==> config.mk <==
export PLATFORM = sky130hd
export DESIGN_NAME = spi_slave_byte_flat
export DESIGN_NICKNAME = d
export VERILOG_FILES = /design/src/rtl/spi_slave_byte_if.sv /design/src/rtl/spi_slave_byte.sv /design/src/flat_wrapper.sv
export SDC_FILE = /design/constraint.sdc
export NUM_CORES = 1
export LEC_CHECK = 0
export ABC_AREA = 1
export CAP_MARGIN = 30
export CORE_MARGIN = 3
export CORE_UTILIZATION = 30
export CTS_CLUSTER_DIAMETER = 50
export DETAILED_ROUTE_END_ITERATION = 7
export GPL_ROUTABILITY_DRIVEN = 1
export GPL_TIMING_DRIVEN = 0
export PLACE_DENSITY = 0.54
export SLEW_MARGIN = 20
export SYNTH_ARGS = -nofsm -noshare
export SYNTH_HDL_FRONTEND = slang
export SYNTH_SLANG_ARGS = --single-unit
export TNS_END_PERCENT = 10
==> constraint.sdc <==
create_clock -name MasterCLK -period 1.6 [get_ports MasterCLK]
set_input_delay 0.16 -clock MasterCLK [delete_from_list [all_inputs] [get_ports MasterCLK]]
set_output_delay 0.16 -clock MasterCLK [all_outputs]
set_load 0.01 [all_outputs]
==> src/rtl/spi_slave_byte_if.sv <==
// SPI pin bundle plus the system-side transmit/receive handshake of the byte transceiver.
// Pure wiring: no storage, no latency.
// Transmit uses TxReady/TxLoad; receive is an unthrottled RxValid pulse.
interface spi_slave_byte_if;
    logic       SPI_CLK;
    logic       SPI_MOSI;
    logic       SPI_CS_n;
    logic       SPI_MISO;
    logic       SPI_MISO_OE;
    logic [7:0] TxData;
    logic       TxLoad;
    logic       TxReady;
    logic       TxUnderrun;
    logic [7:0] RxData;
    logic       RxValid;

    modport slave (
        input  SPI_CLK, SPI_MOSI, SPI_CS_n, TxData, TxLoad,
        output SPI_MISO, SPI_MISO_OE, TxReady, TxUnderrun, RxData, RxValid
    );

    modport master (
        output SPI_CLK, SPI_MOSI, SPI_CS_n, TxData, TxLoad,
        input  SPI_MISO, SPI_MISO_OE, TxReady, TxUnderrun, RxData, RxValid
    );
endinterface

==> src/rtl/spi_slave_byte.sv <==
// SPI mode-3 responder: oversamples SPI pins, receives MOSI bytes, shifts out a one-entry tx buffer.
// Latency: pin edge -> detect SYNC_STAGES+1 cycles, MISO/OE/RxValid registered one cycle later.
// Backpressure: TxLoad ignored while TxReady=0; empty buffer at byte start sends FILL (TxUnderrun).
module spi_slave_byte #(
    parameter logic [7:0] FILL        = 8'hFF,
    parameter int         SYNC_STAGES = 2
) (
    input  logic MasterCLK,
    input  logic Reset,
    spi_slave_byte_if.slave bus
);

    typedef enum logic {IDLE, ACTIVE} state_t;

    state_t                 state;
    state_t                 state_nxt;
    logic [SYNC_STAGES-1:0] clk_sr;
    logic [SYNC_STAGES-1:0] cs_sr;
    logic [SYNC_STAGES-1:0] mosi_sr;
    logic                   clk_prev;
    logic                   cs_prev;
    logic                   s_clk;
    logic                   s_cs;
    logic                   s_mosi;
    logic                   clk_fall;
    logic                   clk_rise;
    logic                   cs_fall;
    logic                   cs_rise;
    logic                   act;
    logic                   byte_start;

    logic                   miso;
    logic                   oe;
    logic                   buf_full;
    logic [7:0]             buf_dat;
    logic [7:0]             tx_sr;
    logic [7:0]             tx_next;
    logic [6:0]             rx_sr;
    logic [2:0]             bit_cnt;
    logic [7:0]             rx_dat;
    logic                   rx_vld;
    logic                   underrun;

    assign s_clk    = clk_sr[SYNC_STAGES-1];
    assign s_cs     = cs_sr[SYNC_STAGES-1];
    assign s_mosi   = mosi_sr[SYNC_STAGES-1];
    assign clk_fall = clk_prev & ~s_clk;
    assign clk_rise = ~clk_prev & s_clk;
    assign cs_fall  = cs_prev & ~s_cs;
    assign cs_rise  = ~cs_prev & s_cs;
    assign tx_next  = buf_full ? buf_dat : FILL;

    // Synchronize the asynchronous SPI pins and keep one cycle of history for edge detection.
    always_ff @(posedge MasterCLK) begin
        if (Reset) begin
            clk_sr   <= '1;
            cs_sr    <= '1;
            mosi_sr  <= '1;
            clk_prev <= 1'b1;
            cs_prev  <= 1'b1;
        end else begin
            clk_sr   <= {clk_sr[SYNC_STAGES-2:0], bus.SPI_CLK};
            cs_sr    <= {cs_sr[SYNC_STAGES-2:0], bus.SPI_CS_n};
            mosi_sr  <= {mosi_sr[SYNC_STAGES-2:0], bus.SPI_MOSI};
            clk_prev <= s_clk;
            cs_prev  <= s_cs;
        end
    end

    // Select state register.
    always_ff @(posedge MasterCLK) begin
        if (Reset) state <= IDLE;
        else       state <= state_nxt;
    end

    // Next state from chip-select edges; an SPI_CLK edge in the entry cycle already counts as active.
    always_comb begin
        state_nxt = state;
        case (state)
            IDLE:    if (cs_fall) state_nxt = ACTIVE;
            ACTIVE:  if (cs_rise) state_nxt = IDLE;
            default: state_nxt = IDLE;
        endcase
        act        = (state_nxt == ACTIVE);
        byte_start = act & clk_fall & (bit_cnt == 3'd0);
    end

    // Transmit buffer, shift registers, bit counter and registered outputs.
    always_ff @(posedge MasterCLK) begin
        if (Reset) begin
            miso     <= 1'b1;
            oe       <= 1'b0;
            buf_full <= 1'b0;
            buf_dat  <= 8'h00;
            tx_sr    <= 8'h00;
            rx_sr    <= 7'h00;
            bit_cnt  <= 3'd0;
            rx_dat   <= 8'h00;
            rx_vld   <= 1'b0;
            underrun <= 1'b0;
        end else begin
            rx_vld   <= 1'b0;
            underrun <= 1'b0;
            // A load into an empty buffer is taken even when the same cycle starts a byte with FILL.
            if (bus.TxLoad && !buf_full) begin
                buf_full <= 1'b1;
                buf_dat  <= bus.TxData;
            end else if (byte_start && buf_full) begin
                buf_full <= 1'b0;
            end
            if (!act) begin
                bit_cnt <= 3'd0;
                oe      <= 1'b0;
                miso    <= 1'b1;
            end else begin
                oe <= 1'b1;
                if (clk_fall) begin
                    if (bit_cnt == 3'd0) begin
                        tx_sr    <= tx_next;
                        miso     <= tx_next[7];
                        underrun <= ~buf_full;
                    end else begin
                        miso <= tx_sr[3'd7 - bit_cnt];
                    end
                end
                if (clk_rise) begin
                    rx_sr   <= {rx_sr[5:0], s_mosi};
                    bit_cnt <= bit_cnt + 3'd1;
                    if (bit_cnt == 3'd7) begin
                        rx_dat <= {rx_sr, s_mosi};
                        rx_vld <= 1'b1;
                    end
                end
            end
        end
    end

    assign bus.SPI_MISO    = miso;
    assign bus.SPI_MISO_OE = oe;
    assign bus.TxReady     = ~buf_full;
    assign bus.TxUnderrun  = underrun;
    assign bus.RxData      = rx_dat;
    assign bus.RxValid     = rx_vld;

endmodule
==> src/flat_wrapper.sv <==
// flat-port wrapper written by rule: the top's interface ports become plain ports
module spi_slave_byte_flat 
#(
    parameter logic [7:0] FILL        = 8'hFF,
    parameter int         SYNC_STAGES = 2
)
  (MasterCLK, Reset, bus_SPI_CLK, bus_SPI_MOSI, bus_SPI_CS_n, bus_TxData, bus_TxLoad, bus_SPI_MISO, bus_SPI_MISO_OE, bus_TxReady, bus_TxUnderrun, bus_RxData, bus_RxValid);
  spi_slave_byte_if bus_i ();
  input  logic MasterCLK;
  input  logic Reset;
  input wire logic [$bits(bus_i.SPI_CLK)-1:0] bus_SPI_CLK;
  input wire logic [$bits(bus_i.SPI_MOSI)-1:0] bus_SPI_MOSI;
  input wire logic [$bits(bus_i.SPI_CS_n)-1:0] bus_SPI_CS_n;
  input wire logic [$bits(bus_i.TxData)-1:0] bus_TxData;
  input wire logic [$bits(bus_i.TxLoad)-1:0] bus_TxLoad;
  output wire logic [$bits(bus_i.SPI_MISO)-1:0] bus_SPI_MISO;
  output wire logic [$bits(bus_i.SPI_MISO_OE)-1:0] bus_SPI_MISO_OE;
  output wire logic [$bits(bus_i.TxReady)-1:0] bus_TxReady;
  output wire logic [$bits(bus_i.TxUnderrun)-1:0] bus_TxUnderrun;
  output wire logic [$bits(bus_i.RxData)-1:0] bus_RxData;
  output wire logic [$bits(bus_i.RxValid)-1:0] bus_RxValid;
  assign bus_i.SPI_CLK = bus_SPI_CLK;
  assign bus_i.SPI_MOSI = bus_SPI_MOSI;
  assign bus_i.SPI_CS_n = bus_SPI_CS_n;
  assign bus_i.TxData = bus_TxData;
  assign bus_i.TxLoad = bus_TxLoad;
  assign bus_SPI_MISO = bus_i.SPI_MISO;
  assign bus_SPI_MISO_OE = bus_i.SPI_MISO_OE;
  assign bus_TxReady = bus_i.TxReady;
  assign bus_TxUnderrun = bus_i.TxUnderrun;
  assign bus_RxData = bus_i.RxData;
  assign bus_RxValid = bus_i.RxValid;
  spi_slave_byte #(.FILL(FILL), .SYNC_STAGES(SYNC_STAGES)) u_core (.MasterCLK(MasterCLK), .Reset(Reset), .bus(bus_i));
endmodule
# Word-level counts from Yosys, hierarchy flattened

Cells that the tools add are included.

Add/sub/neg operators: 2
$lt $le $gt $ge: 1
Equality and inequality tests: 1
Multiplexer cells: 11
Bitwise logic cells: 16
Reduce and logical (&&, ||, !) cells: 11

Operators with widths:

| cell                  | count |
|---|---|
| $not A1 Y1            | 10 |
| $mux W1               | 8 |
| $mux W8               | 1 |
| $and A1 B1 Y1         | 6 |
| $reduce_and A3 Y1     | 2 |
| $lt A3 B4 Y1 const B  | 1 |
| $reduce_or A4 Y1      | 1 |
| $add A3 B1 Y3 const B | 1 |
| $bmux W1 S3           | 1 |
| $eq A3 B3 Y1 const B  | 1 |
| $logic_not A3 Y1      | 1 |
| $reduce_or A3 Y1      | 1 |
| $sub A3 B3 Y3 const A | 1 |
| $logic_and A1 B1 Y1   | 2 |
| $pmux W1 S2           | 1 |
| $reduce_and A2 Y1     | 1 |
| $reduce_bool A2 Y1    | 1 |
| $reduce_or A2 Y1      | 1 |
| $logic_not A1 Y1      | 1 |

Bits in registers: 48
Output and inout port bits: 13
Logic and storage cells: 58

# Longest topological paths before layout

Gate-level depths: netlist of run 1.

Depth in word-level cells: 9
Depth in mapped cells: 8
Gate-level depth less buffers: 8

# Worst setup path before layout of run 1

OpenSTA, ideal clock, no wires.

Path type: flip-flop to flip-flop
Start point: register u_core.bit_cnt[0]
End point: register u_core.tx_sr[7]
Library setup time: 0.113 ns
Data arrival time: 1.176 ns
Data required time: 1.487 ns
Path slack: 0.311 ns
Stages on the path, launching flop included: 9
Path buffers: 1
Path through: dfxtp_1 inv_1 ha_1 nand2_1 nor2_1 nand2_2 buf_6 o21ai_1 nor2_1

Longest elaborated chain between the ends: 2

Ends and longest elaborated chain:

| what                               | RTL line              | RTL |
|---|---|---|
| start, declared                    | spi_slave_byte.sv:39  | `logic [2:0] bit_cnt;` |
| start signal, assigned             | spi_slave_byte.sv:128 | `bit_cnt <= bit_cnt + 3'd1;` |
| $logic_not A3 Y1                   | spi_slave_byte.sv:118 | `if (bit_cnt == 3'd0) begin` |
| $reduce_and A3 Y1 (no source line) | n/a                   |  |
| end signal, assigned               | spi_slave_byte.sv:119 | `tx_sr <= tx_next;` |
| end, declared                      | spi_slave_byte.sv:36  | `logic [7:0] tx_sr;` |

Every way passes these cells.
A chain may end at the register's enable or synchronous reset.

# Final worst setup path of run 1

Start point: register u_core.buf_full
End point: output port bus_TxReady

Longest elaborated chain between the ends: 1

Ends and longest elaborated chain:

| what                   | RTL line              | RTL |
|---|---|---|
| start, declared        | spi_slave_byte.sv:34  | `logic buf_full;` |
| start signal, assigned | spi_slave_byte.sv:93  | `buf_full <= 1'b0;` |
| start signal, assigned | spi_slave_byte.sv:106 | `buf_full <= 1'b1;` |
| start signal, assigned | spi_slave_byte.sv:109 | `buf_full <= 1'b0;` |
| $not A1 Y1             | spi_slave_byte.sv:140 | `assign bus.TxReady = ~buf_full;` |
| end, declared          | flat_wrapper.sv:18    | `output wire logic [$bits(bus_i.TxReady)-1:0] bus_TxReady;` |

Every way passes these cells.

==> metrics, run 1 <==
outcome complete, no violations; Rows 27; CTS tree done; Post-CTS Resized 0; routed via count 1431; final hold viol count 0; drt pass-1 iters 4; P per Cell Area 1010 nW/um^2; critical path startpoint category register; antenna diode count 0; critical-path cell list inv_4, clkdlybuf4s50_1; fill count 615; root buffer cell clkbuf_8; Final Max Slew Viols 0; post-synthesis sequential area ratio 53.1%; VDD IR max 0.343 mV; crit path DAT 1350 ps; commonest non-fill, non-tap cell in the layout dfxtp_1; die extent in y 82.9 um; FMAX 0.660 GHz; final WL 3540 um; Detailed Place HPWL 2520 um; Hold WC Path Type input port to register; FF+latch count, synth 47; vias in the first global route 1392; # port buffers 26; CP required 1440 ps; die area 6860 um^2; Pwr Total 2.28 mW; GPL Wtd Cong 0.718; worst-margin pin slew 445 ps; GR Overflow Total 0; commonest non-fill, non-tap cells in the layout dfxtp_1, nor2_1, nand2_1; Avg Vias per Cell 4.42; IO Pins 27; Final ANT Viol Nets 0; share of layout cells above drive strength 1 14.3%; slowest stage cell, crit path clkdlybuf4s50_1; register area 942 um^2; buffer levels on the longest clock path 2; placeable core area 5610 um^2; crit-path max FO 10; relative slew slack 70.4%; DRC 0; H-tree depth 2; gate count of the mapped netlist 218; Tcrit/Tclk final 94.6%; initial core utilization 31.6%; Num CTS Buffers 5; Setup Buffers After CTS 0; initial antenna violation count 0; largest net degree at the start of global routing 15; post-synthesis net count 235; max incr delay on CP 560 ps; Worst-Skew Late Latency 300 ps; setup violators final 0; Chip Width 82.9 um; fin crit period 1510 ps; # hold bufs at CTS 0; Clock Sinks 47; initial drt markers 74; Worst Skew 9.59 ps; DR WL/cell 10.9 um; GRT Total Usage 11.1%; Lkg Pwr 0.869 nW; clk slew on worst S/H paths 90 ps; Syn-to-layout area delta 26.6%; Mean Syn Cell Area 8.13 um^2; area of the multi-input gates 747 um^2; fin util 40.0%; first-pass GRT wire length 6300 um; post-route worst setup slack 86.0 ps; Max Cap Violations 0; crit path kind register to output port; worst hold margin 407 ps; Place WS -88.9 ps; nets 268; synthesized cell area 1770 um^2; Netlist cell types 21; unrepaired setup endpoints after global routing false; YS warnings 0; Worst setup EP type output port
## cells by family (layout without fill, tap and decap cells)
kind of cell / Yosys count / count (layout) / synth area share (%)
AOI/OAI and AO/OA: 37 / 37 / 10.7
adders and majority gates: 3 / 3 / 2.12
buffers and inverters: 19 / 53 / 4.73
DFF: 47 / 47 / 53.1
and+or+nand+nor: 112 / 112 / 29.4
## layout make-up
type,instances,share of cell area [%]
inverters,13,2.29
well taps,72,4.02
multi-input cells,152,33.3
clock buffers,6,3.68
repair buffers,26,11.6
flip-flops and latches,47,42.0
clock inverters,2,1.56
plain buffers,6,1.56
## metrics by stage
step	cell area, um^2	setup TNS (ps)	std cells
after global placement	2120	-671	316
final	2240	0	324
after CTS	2240	0	324
after global routing	2240	0	324
after detailed placement	2120	-1100	316
after floorplan	1770	0	218
## power by group
part           total, mW  internal (mW)  switching [mW]
Clock              0.898          0.506           0.393
Sequential          1.22           1.20          0.0199
Combinational      0.155         0.0713          0.0840
## routing by layer
metal / vias to the layer above / routed length (um) / GRT usage, %
li1: 768 / - / -
met1: 639 / 1800 / 14.0
met2: 19 / 1580 / 17.7
met3: 5 / 94 / 3.17
met4: 0 / 70 / 4.90
met5: - / 0 / 0
## sequential cells by signal, summed over array words and instances (netlist names)
name / count
u_core.clk_sr: 2
u_core.buf_full: 1
u_core.bus.RxData: 8
u_core.bit_cnt: 3
u_core.rx_sr: 7
u_core.bus.TxUnderrun: 1
u_core.clk_prev: 1
u_core.cs_sr: 2
u_core.mosi_sr: 2
u_core.tx_sr: 8
u_core.bus.SPI_MISO: 1
u_core.buf_dat: 8
u_core.bus.RxValid: 1
u_core.bus.SPI_MISO_OE: 1
u_core.cs_prev: 1
## final timing paths
check | to | cells after the start | startpoint | slack (ps)
hold / removal | u_core.mosi_sr[0] | 2 | bus_SPI_MOSI | 410
setup / recovery | bus_TxReady | 2 | u_core.buf_full | 90
setup reg to reg | u_core.tx_sr[3] | 8 | u_core.bit_cnt[0] | 170
hold reg to reg | u_core.clk_sr[1] | 1 | u_core.clk_sr[0] | 410
## cell usage after synthesis
master | instances | area, um^2
a21oi_2 | 1 | 8.76
inv_2 | 4 | 15.0
clkbuf_1 | 2 | 7.51
buf_6 | 1 | 11.3
nor2_1 | 45 | 169
a21oi_1 | 12 | 60.1
nor2_2 | 1 | 6.26
nand2_2 | 1 | 6.26
ha_1 | 3 | 37.5
buf_2 | 1 | 5.00
buf_4 | 1 | 7.51
nand3_1 | 15 | 75.1
nand3_2 | 1 | 10.0
buf_1 | 1 | 3.75
inv_1 | 9 | 33.8
nand2_1 | 33 | 124
dfxtp_1 | 47 | 941
nor3_2 | 8 | 80.1
or2_2 | 8 | 50.1
o21ai_1 | 1 | 5.00
o21ai_0 | 23 | 115
## worst max-delay path, delay by kind of cell (launching register included)
| family | cells | cell delay, ps |
|---|---|---|
| buffers and inverters | 2 | 710 |
| DFF | 1 | 360 |
No activity file was read; power rests on OpenSTA's default activity.
==> inputs of run 2 (changes only) <==
--- a/config.mk
+++ b/config.mk
@@ -6,14 +6,14 @@
 export NUM_CORES = 1
 export LEC_CHECK = 0
 export ABC_AREA = 1
-export CAP_MARGIN = 30
+export CAP_MARGIN = 20
 export CORE_MARGIN = 3
-export CORE_UTILIZATION = 30
+export CORE_UTILIZATION = 35
 export CTS_CLUSTER_DIAMETER = 50
 export DETAILED_ROUTE_END_ITERATION = 7
 export GPL_ROUTABILITY_DRIVEN = 1
 export GPL_TIMING_DRIVEN = 0
-export PLACE_DENSITY = 0.54
+export PLACE_DENSITY = 0.61
 export SLEW_MARGIN = 20
 export SYNTH_ARGS = -nofsm -noshare
 export SYNTH_HDL_FRONTEND = slang
==> metrics, run 2 (synthesized netlist as in run 1, its figures left out) <==
crit path kind register to output port (unchanged); cell area after layout 2210 um^2 (was 2240 um^2); Setup Buffers After CTS 0 (unchanged); Hold WC Path Type register to register (was input port to register); GPL Wtd Cong 0.740 (was 0.718); commonest non-fill, non-tap cell in the layout dfxtp_1 (unchanged); GR Overflow Total 0 (unchanged); FMAX 0.663 GHz (was 0.660 GHz); fin crit period 1510 ps (about the same); placeable core area 4820 um^2 (was 5610 um^2); drt pass-1 iters 4 (unchanged); routed via count 1423 (was 1431); share of layout cells above drive strength 1 13.9% (was 14.3%); fill count 505 (was 615); Syn-to-layout area delta 24.6% (was 26.6%); relative slew slack 68.5% (was 70.4%); root buffer cell clkbuf_8 (unchanged); setup violators final 0 (unchanged); Chip Width 77.1 um (was 82.9 um); dpl cell area 2120 um^2 (about the same); worst hold margin 406 ps (was 407 ps); CP required 1440 ps (about the same); IO Pins 27 (unchanged); outcome complete, no violations (unchanged); first-pass GRT wire length 5980 um (was 6300 um); Final Max Slew Viols 0 (unchanged); Worst Skew 6.32 ps (was 9.59 ps); # hold bufs at CTS 0 (unchanged); initial antenna violation count 0 (unchanged); crit-path max FO 10 (unchanged); DR WL/cell 10.7 um (was 10.9 um); Non-Filler Instances 318 (was 324); Rows 25 (was 27); commonest non-fill, non-tap cells in the layout dfxtp_1, nor2_1, nand2_1 (unchanged); Detailed Place HPWL 2450 um (was 2520 um); Post-Place Cells 311 (was 316); VDD IR max 0.525 mV (was 0.343 mV); clk slew on worst S/H paths 80 ps (was 90 ps); fin util 45.8% (was 40.0%); setup TNS 0 ps (unchanged); CTS tree done (unchanged); vias in the first global route 1351 (was 1392); largest net degree at the start of global routing 14 (was 15); critical path startpoint category register (unchanged); worst-margin pin slew 472 ps (was 445 ps); Tcrit/Tclk final 94.2% (was 94.6%); Clock Sinks 47 (unchanged); antenna diode count 0 (unchanged); Lkg Pwr 0.855 nW (was 0.869 nW); final hold viol count 0 (unchanged); Final ANT Viol Nets 0 (unchanged); unrepaired setup endpoints after global routing false (unchanged); P per Cell Area 942 nW/um^2 (was 1010 nW/um^2); # port buffers 26 (unchanged); Max Cap Violations 0 (unchanged); H-tree depth 2 (unchanged); die extent in y 77.1 um (was 82.9 um); DRC 0 (unchanged); crit path DAT 1350 ps (about the same); final WL 3390 um (was 3540 um); initial drt markers 58 (was 74); Avg Vias per Cell 4.47 (was 4.42); nets 268 (unchanged); Worst-Skew Late Latency 290 ps (was 300 ps); GRT Total Usage 12.3% (was 11.1%); Worst setup EP type output port (unchanged); buffer levels on the longest clock path 2 (unchanged); Num CTS Buffers 5 (unchanged); initial core utilization 36.8% (was 31.6%); register-to-register setup slack 170 ps (about the same); die area 5950 um^2 (was 6860 um^2)
-- run 2: path summary, 6_finish.rpt --
path	from	to	cells after the start
max	u_core.buf_full	bus_TxReady	2
min	u_core.cs_sr[0]	u_core.cs_sr[1]	1
max reg2reg	u_core.bit_cnt[0]	u_core.tx_sr[2]	8
min reg2reg	u_core.cs_sr[0]	u_core.cs_sr[1]	1
-- run 2: power breakdown --
group,internal (mW),leakage (nW),switching (mW),total [mW]
sequential,1.20,0.383,0.0209,1.22
combinational,0.0713,0.425,0.0816,0.153
clock,0.339,0.0470,0.362,0.701
total,1.61,0.855,0.465,2.08
-- run 2: what timing repair did --
item | in CTS | in global routing
hold endpoints to repair | 0 | 0
endpoints found under the setup margin | 0 | 3
gates resized for setup | 0 | 2
-- run 2: final cells by class --
cell class / count / area (um^2) / area share, %
inverters: 13 / 51.3 / 2.32
flip-flops and latches: 47 / 942 / 42.7
well taps: 67 / 83.8 / 3.80
clock inverters: 1 / 5.00 / 0.227
plain buffers: 6 / 35.0 / 1.59
clock buffers: 6 / 82.6 / 3.74
repair buffers: 26 / 260 / 11.8
multi-input cells: 152 / 747 / 33.8
-- run 2: metrics by stage --
step	total power [mW]	worst slack, ps
2_1_floorplan	1.34	311
3_3_place_gp	1.40	-9.53
3_5_place_dp	1.41	-42.4
4_1_cts	2.11	11.2
5_1_grt	2.17	26.6
6_report	2.08	92.2
-- run 2: critical path, cell delays in order (launching register included) --
cell and delay, ps:
dfxtp_1 350, inv_4 140, clkdlybuf4s50_1 570
-- run 2: routing by layer --
metal  GRT usage, %  up-vias  part of all wire [%]
met1           15.9      628                    52
met5              0        -                     0
met2           19.5       18                    43
met3           3.29        6                   3.2
met4           4.80        0                   1.9
li1               -      771                     -
==> inputs of run 3 (changes only) <==
--- a/config.mk
+++ b/config.mk
@@ -11,9 +11,10 @@
 export CORE_UTILIZATION = 35
 export CTS_CLUSTER_DIAMETER = 50
 export DETAILED_ROUTE_END_ITERATION = 7
+export DONT_BUFFER_PORTS = 1
 export GPL_ROUTABILITY_DRIVEN = 1
 export GPL_TIMING_DRIVEN = 0
-export PLACE_DENSITY = 0.61
+export PLACE_DENSITY = 0.54
 export SLEW_MARGIN = 20
 export SYNTH_ARGS = -nofsm -noshare
 export SYNTH_HDL_FRONTEND = slang
==> metrics, run 3 (synthesized netlist as in run 1, its figures left out) <==
outcome complete, no violations (unchanged); Post-Place Cells 285 (was 311); relative slew slack 69.0% (was 68.5%); CP dominant cell by count nor2_1; Num CTS Buffers 5 (unchanged); critical path startpoint category register (unchanged); CTS tree done (unchanged); sw power 469 uW (was 465 uW); Detailed Place HPWL 2390 um (was 2450 um); vias in the first global route 1277 (was 1351); clk slew on worst S/H paths 80 ps (about the same); Worst setup EP type register (was output port); placeable core area 4820 um^2 (unchanged); setup TNS 0 ps (unchanged); nets 249 (was 268); H-tree depth 2 (unchanged); critical-path cell list inv_1, ha_1, nand2_1, nor2_1, nand2_2, buf_6, nor3_2, nor2_1 (was inv_4, clkdlybuf4s50_1); FMAX 0.701 GHz (was 0.663 GHz); crit-path max FO 10 (unchanged); Final ANT Viol Nets 0 (unchanged); P per Cell Area 1000 nW/um^2 (was 942 nW/um^2); Worst-Skew Late Latency 290 ps (about the same); IO Pins 27 (unchanged); DRC 0 (unchanged); initial drt markers 64 (was 58); commonest non-fill, non-tap cells in the layout dfxtp_1, nor2_1, nand2_1 (unchanged); share of layout cells above drive strength 1 14.7% (was 13.9%); final hold viol count 0 (unchanged); die area 5950 um^2 (unchanged); DR WL/cell 11.5 um (was 10.7 um); VDD IR max 0.491 mV (was 0.525 mV); antenna diode count 0 (unchanged); initial core utilization 36.8% (unchanged); final WL 3420 um (was 3390 um); routed via count 1348 (was 1423); commonest non-fill, non-tap cell in the layout dfxtp_1 (unchanged); die extent in y 77.1 um (unchanged); Rows 25 (unchanged); Comb power frac 6.3% (was 7.4%); GR Overflow Total 0 (unchanged); fin crit period 1430 ps (was 1510 ps); Clock Sinks 47 (unchanged); drt pass-1 iters 4 (unchanged); initial antenna violation count 0 (unchanged); Max Cap Violations 0 (unchanged); Tcrit/Tclk final 89.2% (was 94.2%); Avg Vias per Cell 4.52 (was 4.47); largest net degree at the start of global routing 14 (unchanged); Seq pwr share 60.8% (was 58.9%); GRT Total Usage 12.4% (was 12.3%); buffer levels on the longest clock path 2 (unchanged); Worst Skew 5.74 ps (was 6.32 ps); slowest stage cell, crit path dfxtp_2 (was clkdlybuf4s50_1); worst-margin pin slew 464 ps (was 472 ps); # port buffers 0 (was 26); Lkg Pwr 0.772 nW (was 0.855 nW); CP required 1780 ps (was 1440 ps); clock power share 32.9% (was 33.8%); Final Max Slew Viols 0 (unchanged); crit path kind register to register (was register to output port); root buffer cell clkbuf_8 (unchanged); unrepaired setup endpoints after global routing false (unchanged); crit path DAT 1610 ps (was 1350 ps); Syn-to-layout area delta 13.1% (was 24.6%); Chip Width 77.1 um (unchanged); Non-Filler Instances 298 (was 318); cell family with most CP delay simple AND/OR/NAND/NOR gates (was buffers and inverters); first-pass GRT wire length 5970 um (was 5980 um); Pint 1.54 mW (was 1.61 mW); GPL Wtd Cong 0.763 (was 0.740); Bufs and invs on worst path 2 (unchanged); worst hold margin 36.7 ps (was 406 ps); setup violators final 0 (unchanged); Hold WC Path Type input port to register (was register to register); switch share 23.3% (was 22.4%); max incr delay on CP 360 ps (was 570 ps)
[run 3: changes by cell type in the layout (fill, tap and decap cells not counted), sizes merged]
cell           delta
clkbuf            -1
clkdlybuf4s50    -26
clkinv            -1
clkinvlp          +1
dlygate4sd3       +7
[run 3: power groups by stage]
stage          Sequential [mW]  Combinational, mW  Clock [mW]
3_3_place_gp              1.25              0.114           0
5_1_grt                   1.23              0.146       0.732
2_1_floorplan             1.25             0.0912           0
4_1_cts                   1.22              0.129       0.682
6_report                  1.22              0.126       0.662
3_5_place_dp              1.25              0.115           0
[run 3: layout make-up]
cell class,count,area (um^2)
well taps,67,83.8
inverters,13,48.8
fillers,533,2810
clock buffers,5,68.8
multi-input cells,152,747
repair buffers,7,70.1
flip-flops and latches,47,942
plain buffers,6,35.0
clock inverters,1,7.51
[run 3: what timing repair did]
item | CTS | global route
setup endpoints to repair | 0 | 4
setup buffers | 0 | 0
hold buffers | 7 | 0
resized for setup | 0 | 1
hold endpoints to repair | 6 | 0
[run 3: worst paths after layout]
check / start / depth (start not counted) / endpoint / slack, ps
setup / recovery: u_core.bit_cnt[0] / 8 / u_core.tx_sr[3] / 170
hold / removal: bus_TxData[2] / 2 / u_core.buf_dat[2] / 40
setup reg to reg: u_core.bit_cnt[0] / 8 / u_core.tx_sr[3] / 170
hold reg to reg: u_core.mosi_sr[0] / 1 / u_core.mosi_sr[1] / 410
[run 3: routing by layer]
layer | vias up | track usage [%] | wire length [um]
li1 | 727 | - | -
met1 | 594 | 17.3 | 1800
met2 | 22 | 17.9 | 1410
met3 | 5 | 4.11 | 153
met4 | 0 | 4.27 | 47
met5 | - | 0 | 0
[run 3: stage by stage]
| step | utilization (%) | setup slack [ps] | area (um^2) | power (mW) |
|---|---|---|---|---|
| 6_report | 41.6 | 173 | 2000 | 2.01 |
| 5_1_grt | 41.6 | 18.0 | 2000 | 2.11 |
| 4_1_cts | 41.6 | 113 | 2000 | 2.03 |
| 3_5_place_dp | 38.5 | 141 | 1860 | 1.37 |
| 3_3_place_gp | 38.5 | 112 | 1860 | 1.36 |
| 2_1_floorplan | - | 311 | 1770 | 1.34 |
